==> config.mk <==
export PLATFORM = sky130hd
export DESIGN_NAME = avalon_polysynth
export DESIGN_NICKNAME = d
export VERILOG_FILES = /design/src/rtl/avalon_polysynth.sv
export SDC_FILE = /design/constraint.sdc
export NUM_CORES = 1
export LEC_CHECK = 0
export CAP_MARGIN = 0
export CORE_MARGIN = 3
export CORE_UTILIZATION = 45
export DETAILED_ROUTE_END_ITERATION = 12
export PLACE_DENSITY = 0.72
export SYNTH_ARGS = -nofsm -noshare
export SYNTH_HDL_FRONTEND = slang
export SYNTH_SLANG_ARGS = --single-unit
==> constraint.sdc <==
create_clock -name clk -period 2.57 [get_ports clk]
set_input_delay 0.514 -clock clk [delete_from_list [all_inputs] [get_ports clk]]
set_output_delay 0.514 -clock clk [all_outputs]
set_load 0.02 [all_outputs]
==> src/rtl/avalon_polysynth.sv <==
// avalon_polysynth: multi-voice square-wave synthesiser on Avalon-MM with note auto-stop,
// end-of-note interrupt and a PWM mixer driving a single audio bit.
module avalon_polysynth #(
    parameter int CHANNELS = 4,
    parameter int ACC_W = 24,
    parameter int DUR_W = 16,
    parameter int TICK_DIV = 50000,
    localparam int ADDR_W = $clog2(4*CHANNELS+2)
) (
    input  logic                clk,
    input  logic                reset,
    input  logic [ADDR_W-1:0]   address,
    input  logic [31:0]         writedata,
    input  logic                write,
    input  logic                read,
    input  logic                chipselect,
    output logic [31:0]         readdata,
    output logic                irq,
    output logic [CHANNELS-1:0] chan_active,
    output logic                vib
);
    localparam int TW = (TICK_DIV > 1) ? $clog2(TICK_DIV) : 1;
    localparam int SW = $clog2(3*CHANNELS+1);
    localparam int A_STAT = 4*CHANNELS;
    localparam int A_MASK = 4*CHANNELS+1;

    logic [TW-1:0]       tick_q, tick_d;
    logic [CHANNELS-1:0] act_q, act_d, stat_q, stat_d, mask_q, mask_d, expire;
    logic [1:0]          vol_q [CHANNELS];
    logic [1:0]          vol_d [CHANNELS];
    logic [ACC_W-1:0]    inc_q [CHANNELS];
    logic [ACC_W-1:0]    inc_d [CHANNELS];
    logic [ACC_W-1:0]    acc_q [CHANNELS];
    logic [ACC_W-1:0]    acc_d [CHANNELS];
    logic [DUR_W-1:0]    dur_q [CHANNELS];
    logic [DUR_W-1:0]    dur_d [CHANNELS];
    logic [DUR_W-1:0]    rem_q [CHANNELS];
    logic [DUR_W-1:0]    rem_d [CHANNELS];
    logic [SW-1:0]       sum_q, sum_d, pc_q, pc_d;
    logic                vib_q, vib_d, wr, rd, tick;
    logic [31:0]         rd_q, rd_d;
    logic                unused_ok;

    assign unused_ok = &{1'b0, writedata};

    always_comb begin
        wr = chipselect & write;
        rd = chipselect & read;
        tick = tick_q == TW'(TICK_DIV-1);
        tick_d = tick ? '0 : tick_q + 1'b1;
        stat_d = stat_q;
        mask_d = mask_q;
        sum_d = '0;
        rd_d = '0;
        expire = '0;
        if (wr && address == ADDR_W'(A_STAT)) stat_d = stat_q & ~writedata[CHANNELS-1:0];
        if (wr && address == ADDR_W'(A_MASK)) mask_d = writedata[CHANNELS-1:0];
        if (rd && address == ADDR_W'(A_STAT)) rd_d = 32'(stat_q);
        if (rd && address == ADDR_W'(A_MASK)) rd_d = 32'(mask_q);
        for (int n = 0; n < CHANNELS; n++) begin
            act_d[n] = act_q[n];
            vol_d[n] = vol_q[n];
            inc_d[n] = inc_q[n];
            dur_d[n] = dur_q[n];
            rem_d[n] = rem_q[n];
            acc_d[n] = act_q[n] ? acc_q[n] + inc_q[n] : '0;
            if (tick && act_q[n] && dur_q[n] != '0) begin
                rem_d[n] = rem_q[n] - 1'b1;
                if (rem_q[n] <= DUR_W'(1)) begin
                    expire[n] = 1'b1;
                    act_d[n] = 1'b0;
                    rem_d[n] = '0;
                    acc_d[n] = '0;
                end
            end
            // A CTRL write overrides a same-cycle expiry, so no IRQ is raised for it
            if (wr && address == ADDR_W'(4*n)) begin
                act_d[n] = writedata[0];
                vol_d[n] = writedata[2:1];
                rem_d[n] = writedata[0] ? dur_q[n] : rem_q[n];
                acc_d[n] = '0;
                expire[n] = 1'b0;
            end
            if (wr && address == ADDR_W'(4*n+1)) inc_d[n] = writedata[ACC_W-1:0];
            if (wr && address == ADDR_W'(4*n+2)) dur_d[n] = writedata[DUR_W-1:0];
            if (rd && address == ADDR_W'(4*n))   rd_d = {29'b0, vol_q[n], act_q[n]};
            if (rd && address == ADDR_W'(4*n+1)) rd_d = 32'(inc_q[n]);
            if (rd && address == ADDR_W'(4*n+2)) rd_d = 32'(dur_q[n]);
            if (rd && address == ADDR_W'(4*n+3)) rd_d = {16'(rem_q[n]), 15'b0, act_q[n]};
            sum_d = sum_d + ((act_q[n] & acc_q[n][ACC_W-1]) ? SW'(vol_q[n]) : SW'(0));
        end
        stat_d = stat_d | expire;
        pc_d = (pc_q == SW'(3*CHANNELS-1)) ? '0 : pc_q + 1'b1;
        vib_d = pc_q < sum_q;
    end

    always_ff @(posedge clk) begin
        if (reset) begin
            tick_q <= '0;
            act_q <= '0;
            stat_q <= '0;
            mask_q <= '0;
            sum_q <= '0;
            pc_q <= '0;
            vib_q <= 1'b0;
            rd_q <= '0;
            for (int n = 0; n < CHANNELS; n++) begin
                vol_q[n] <= 2'b10;
                inc_q[n] <= '0;
                dur_q[n] <= '0;
                rem_q[n] <= '0;
                acc_q[n] <= '0;
            end
        end else begin
            tick_q <= tick_d;
            act_q <= act_d;
            stat_q <= stat_d;
            mask_q <= mask_d;
            sum_q <= sum_d;
            pc_q <= pc_d;
            vib_q <= vib_d;
            rd_q <= rd_d;
            for (int n = 0; n < CHANNELS; n++) begin
                vol_q[n] <= vol_d[n];
                inc_q[n] <= inc_d[n];
                dur_q[n] <= dur_d[n];
                rem_q[n] <= rem_d[n];
                acc_q[n] <= acc_d[n];
            end
        end
    end

    assign readdata = rd_q;
    assign irq = |(stat_q & mask_q);
    assign chan_active = act_q;
    assign vib = vib_q;
endmodule
==> results.sh, run 1 <==
export IMPL_status="finished, violations left"
export IMPL_violations="setup timing"
export IMPL_rrSetupSlack_ns=-0.24
export IMPL_holdWs_ns=0.350
export IMPL_synth_avg_cell_area_um2=7.91
export IMPL_drive_gt1_share_pct=17.9
export IMPL_final_common_cell="nand2_1"
export IMPL_clk_path_buf_depth=3
export IMPL_cts_tree="yes"
export IMPL_viasPerCell=5.98
export IMPL_post_route_period_util_pct=109
export IMPL_ys_warn_count=0
export IMPL_die_h_um=220
export IMPL_final_util_pct=59.1
export IMPL_core_area_um2=44800
export IMPL_netlist_area_um2=20700
export IMPL_dp_cells=3471
export IMPL_rows=77
export IMPL_cts_sinks=397
export IMPL_dieWidth_um=220
export IMPL_clock_skew_final_ns=0.0209
export IMPL_setup_ws_ns=-0.243
export IMPL_fin_cells=3570
export IMPL_wirelength_mm=77.9
export IMPL_synthDistinctLibCells=83
export IMPL_slew_headroom_pct=54.2
export IMPL_ys_ff_latch=397
export IMPL_rsz0062_at_grt="true"
export IMPL_dpl_hpwl_mm=58.0
export IMPL_cp_end_kind="flop"
export IMPL_ys_seq_area_share_pct=38.5
export IMPL_h_tree_depth=2
export IMPL_grt_pass1_vias=20077
export IMPL_syn_to_final_growth_pct=28.1
export IMPL_final_antenna_net_count=0
export IMPL_wl_per_cell_um=21.8
export IMPL_path_class="flop to flop"
export IMPL_irDropWorstVdd_mv=0.486
export IMPL_clkSlewWorstSetupHoldPaths_ns=0.06
export IMPL_n_fill_cell=3963
export IMPL_numCtsBuffers=45
export IMPL_startpoint="inc_q[1][0]"
export IMPL_reg2reg_from="inc_q[1][0]"
export IMPL_initialDrtViolationCount=2498
export IMPL_start_util_pct=46.1
export IMPL_cap_violations=0
export IMPL_drc=0
export IMPL_hold_viol=0
export IMPL_syn_inst=2613
export IMPL_total_power_mw=13.5
export IMPL_intPower_mw=10.4
export IMPL_synth_edf_count=0
export IMPL_async_flop_share_pct=0
export IMPL_worstSetupStartpointType="flop"
export IMPL_grt_max_degree=95
export IMPL_io_buffers=71
export IMPL_antenna_found_initial=4
export IMPL_synth_ff_type="dfxtp_1"
export IMPL_gp_congestion=1.09
export IMPL_clockPowerShare_pct=49.6
export IMPL_crit_required_ns=3.03
export IMPL_combinationalPowerShare_pct=4.6
export IMPL_worst_slew_pin_slew_ns=0.685
export IMPL_power_leakage_nw=10.5
export IMPL_min_period_ns=2.81
export IMPL_hold_path_class="input pin to flop"
export IMPL_power_switching_mw=3.17
export IMPL_die_area_um2=48500
export IMPL_first_pass_iters=9
export IMPL_gr_usage_all_layers_pct=31.4
export IMPL_fmax_mhz=355
export IMPL_power_density_nw_per_um2=512
export IMPL_most_common_layout_cells="nand2_1, dfxtp_1, buf_4, nor2_1, a21oi_1"
export IMPL_setup_viol=6
export IMPL_nNetsFinal=3098
export IMPL_gr_total_overflow=0
export IMPL_insertion_delay_ns=0.59
export IMPL_grt_pass1_wl_mm=117
export IMPL_vias=21345
export IMPL_seq_power_share_pct=45.8
export IMPL_arrival_ns=3.27
export IMPL_slew_viol_final=0
export IMPL_critPathMaxFanout=2
export IMPL_hold_path_startpoint="reset"
export IMPL_yosysTopAreaCellShare_pct=38.5
export IMPL_switching_share_pct=23.4
export IMPL_synth_nets=2770
export IMPL_cts_root_buf="clkbuf_16"
export IMPL_yosysTopAreaCell="dfxtp_1"
export IMPL_ios=80
export IMPL_ys_top_cells_by_area="dfxtp_1, nand2_1, a21oi_1, ha_1, nor2_1"
power groups by stage:
stage | logic, mW | registers, mW | clock network [mW]
finish | 0.619 | 6.20 | 6.73
detailed placement | 0.598 | 6.34 | 0
floorplan | 0.270 | 6.33 | 0
global placement | 0.592 | 6.34 | 0
CTS | 0.602 | 6.20 | 6.78
global route | 0.646 | 6.20 | 7.04
layout make-up:
cell class,instances,area [µm²],share of cell area (%)
timing repair buffer,419,3610,13.6
clock inverter,20,230,0.870
inverter,49,184,0.695
clock buffer,60,1300,4.93
multi-input combinational,2029,12400,46.9
antenna,4,10.0,0.0378
tap,592,741,2.80
sequential,397,7970,30.1
logic make-up after synthesis:
kind of cell    Yosys count  share of synthesized area (%)
simple gates           1054                           22.5
compound gates          750                           23.4
flops                   397                           38.5
buf+inv                 187                           3.53
fa+ha+maj               115                           7.26
xor+xnor                 99                           4.20
mux                      11                          0.557
registers in the layout, summed over array words and instances (netlist names):
| name | flops |
|---|---|
| acc_q | 96 |
| chan_active | 4 |
| dur_q | 64 |
| inc_q | 96 |
| mask_q | 4 |
| pc_q | 4 |
| readdata | 32 |
| rem_q | 64 |
| stat_q | 4 |
| sum_q | 4 |
| tick_q | 16 |
| vib | 1 |
| vol_q | 8 |
cell usage after synthesis, types with 8 or more instances:
master    number
clkbuf_1     115
nor2_1       275
inv_1         49
a21oi_1      271
a21o_1        38
nand2_1      493
o21a_1        26
nor4_1        33
a22oi_1       94
o31ai_1       18
nor3b_1        9
nor3_1        57
buf_2         10
nand4_1       16
or2_2         10
nand3b_1      10
xnor2_1       46
o211ai_1      24
clkbuf_2      12
a211oi_1      40
a31oi_1       23
nor2b_1       20
dfxtp_1      397
and2_1        15
o21ai_0      114
a222oi_1      21
nand3_1       36
or4_1          8
xor2_1        53
nand2b_1      19
or3_1         13
ha_1         107
a221oi_1       8
fa_1           8
and3_1        16
path summary, 6_finish.rpt:
kind	end	cells past startpoint
worst min-delay path	readdata[18]	2
worst min register to register	inc_q[2][19]	2
worst max register to register	acc_q[1][20]	11
worst max-delay path	acc_q[1][20]	11
through the flow:
stage                     instance area (µm²)  setup TNS (ns)  worst slack, ns
after floorplan                         20700         -0.0348          -0.0142
after global placement                  24400          -27.42           -0.376
after detailed placement                24400          -30.53           -0.380
after CTS                               26100           -1.29           -0.265
after global routing                    26500           -1.74           -0.346
final                                   26500           -1.02           -0.243
critical path: stages, from the launching register on:
cell	delay (ns)
dfxtp_2	0.34
ha_4	0.16
fa_2	0.34
a21o_1	0.23
a21oi_4	0.18
o21bai_4	0.09
a2111oi_4	0.28
buf_4	0.19
nor4b_4	0.05
o31a_1	0.30
o31ai_2	0.20
mux2_1	0.33
routing by layer:
| metal | track usage [%] | share of wire (%) | vias to the layer above |
|---|---|---|---|
| li1 | - | - | 9964 |
| met1 | 40.1 | 40 | 10132 |
| met2 | 49.9 | 45 | 1023 |
| met3 | 6.52 | 8.8 | 226 |
| met4 | 16.8 | 6.0 | 0 |
| met5 | 0 | 0 | - |
what timing repair did:
item                       in CTS  in global routing
setup endpoints to repair      22                 30
buffers inserted                9                  7
gates resized for setup        39                 51
hold buffers                    0                  0
pin swaps                      28                 40
No activity file was read; power rests on OpenSTA's default activity.
==> run 2: changes to the inputs <==
--- a/config.mk
+++ b/config.mk
@@ -9,7 +9,7 @@
 export CORE_MARGIN = 3
 export CORE_UTILIZATION = 45
 export DETAILED_ROUTE_END_ITERATION = 12
-export PLACE_DENSITY = 0.72
+export PLACE_DENSITY_LB_ADDON = 0.3
 export SYNTH_ARGS = -nofsm -noshare
 export SYNTH_HDL_FRONTEND = slang
 export SYNTH_SLANG_ARGS = --single-unit
==> results.sh, run 2 (synthesis gave the netlist of run 1 again) <==
export IMPL_die_area_um2=48500
export IMPL_dpl_hpwl_mm=57.7
export IMPL_antenna_found_initial=0
export IMPL_clock_skew_final_ns=0.0151
export IMPL_grt_pass1_wl_mm=116
export IMPL_arrival_ns=3.26
export IMPL_setup_ws_ns=-0.222
export IMPL_fmax_mhz=358
export IMPL_power_leakage_nw=10.5
export IMPL_first_pass_iters=9
export IMPL_fin_area_um2=26400
export IMPL_holdWs_ns=0.334
export IMPL_wirelength_mm=77.2
export IMPL_drc=0
export IMPL_top_layer="met4"
export IMPL_path_class="flop to flop"
export IMPL_reg2reg_from="inc_q[1][0]"
export IMPL_setup_viol=5
export IMPL_viasPerCell=5.93
export IMPL_violations="setup timing"
export IMPL_clkSlewWorstSetupHoldPaths_ns=0.06
export IMPL_die_h_um=220
export IMPL_initialDrtViolationCount=2331
export IMPL_worst_slew_pin_slew_ns=0.717
export IMPL_startpoint="inc_q[1][0]"
export IMPL_reg2reg_depth=10
export IMPL_drt_met1_wl_mm=31.5
export IMPL_numCtsBuffers=45
export IMPL_h_tree_depth=2
export IMPL_crit_required_ns=3.04
export IMPL_final_common_cell="nand2_1"
export IMPL_dieWidth_um=220
export IMPL_most_common_layout_cells="nand2_1, dfxtp_1, buf_4, nor2_1, a21oi_1"
export IMPL_rsz0062_at_grt="true"
export IMPL_antenna_diode_count=0
export IMPL_rrSetupSlack_ns=-0.22
export IMPL_post_route_period_util_pct=109
export IMPL_r2r_end="acc_q[1][20]"
export IMPL_insertion_delay_ns=0.59
export IMPL_cts_root_buf="clkbuf_16"
export IMPL_worstSetupStartpointType="flop"
export IMPL_vias=21113
export IMPL_irDropWorstVdd_mv=0.641
export IMPL_status="finished, violations left"
export IMPL_cp_end_kind="flop"
export IMPL_cts_tree="yes"
export IMPL_endpoint="acc_q[1][20]"
export IMPL_grt_pass1_vias=19990
export IMPL_min_period_ns=2.79
export IMPL_gr_total_overflow=0
export IMPL_slew_headroom_pct=52.2
export IMPL_drive_gt1_share_pct=17.1
export IMPL_slew_viol_final=0
export IMPL_core_area_um2=44800
export IMPL_dpl_cell_area_um2=24300
export IMPL_final_antenna_net_count=0
export IMPL_ios=80
export IMPL_nNetsFinal=3090
export IMPL_n_fill_cell=3964
export IMPL_route_met3_wl_mm=6.17
export IMPL_hold_viol=0
export IMPL_top_regs="acc_q: 96 flops, inc_q: 96 flops"
export IMPL_rows=77
export IMPL_total_power_mw=14.1
export IMPL_io_buffers=71
export IMPL_cap_violations=0
export IMPL_hold_path_class="input pin to flop"
export IMPL_met2_length_mm=35.5
export IMPL_syn_to_final_growth_pct=27.9
export IMPL_clk_path_buf_depth=3
export IMPL_critPathMaxFanout=2
export IMPL_cts_sinks=397
export IMPL_start_util_pct=46.1
export IMPL_gr_usage_all_layers_pct=31.1
export IMPL_grt_max_degree=111
export IMPL_power_density_nw_per_um2=533
export IMPL_gp_congestion=1.04
export IMPL_wl_per_cell_um=21.7
[run 2: through the flow]
stage | TNS [ns] | cells | utilization, % | setup slack [ns]
finish | -0.447 | 3558 | 59.0 | -0.222
floorplan | -0.0348 | 2613 | - | -0.0142
detailed placement | -28.41 | 3459 | 54.3 | -0.412
global route | -1.59 | 3558 | 59.0 | -0.343
global placement | -23.57 | 3459 | 54.3 | -0.433
CTS | -0.538 | 3546 | 58.4 | -0.202
[run 2: critical path, cell delays in order, from the launching register on]
cell and delay (ns):
dfxtp_4 0.37, ha_4 0.17, fa_2 0.33, a21o_1 0.23, a21oi_4 0.18, o21bai_4 0.09
a2111oi_4 0.39, nor4b_2 0.10, o31a_1 0.29, o31ai_2 0.20, mux2_1 0.34
[run 2: worst min-delay path by stage]
stage | startpoint | to | slack, ns | cells past startpoint
floorplan | tick_q[0] | tick_q[0] | 0.43 | 1
global placement | pc_q[0] | pc_q[0] | 0.47 | 1
detailed placement | vol_q[0][0] | vol_q[0][0] | 0.47 | 2
CTS | reset | dur_q[1][1] | 0.30 | 2
global route | reset | stat_q[3] | 0.32 | 2
finish | reset | dur_q[1][1] | 0.33 | 2
[run 2: repair_timing]
action,CTS,global route
hold buffers,0,0
setup endpoints to repair,25,46
gates resized for setup,29,42
endpoints found under the hold margin,0,0
buffers inserted,7,13
pin swaps,11,38
[run 2: power by group]
part	total (mW)	switching, mW	internal [mW]	leakage [nW]
clock	7.27	2.70	4.58	0.819
combinational	0.613	0.389	0.223	6.47
sequential	6.20	0.0264	6.18	3.20
[run 2: layout make-up]
| class | instances | area (µm²) | share of cell area [%] |
|---|---|---|---|
| sequential | 397 | 7960 | 30.1 |
| clock buffer | 59 | 1270 | 4.81 |
| tap | 592 | 741 | 2.80 |
| multi-input combinational | 2029 | 12300 | 46.6 |
| timing repair buffer | 411 | 3570 | 13.5 |
| inverter | 49 | 184 | 0.696 |
| clock inverter | 21 | 388 | 1.47 |
[run 2: metal layers]
layer,track usage (%),vias to the layer above
li1,-,9952
met1,39.5,10068
met2,50.7,890
met3,6.19,203
met4,14.8,0
met5,0,-
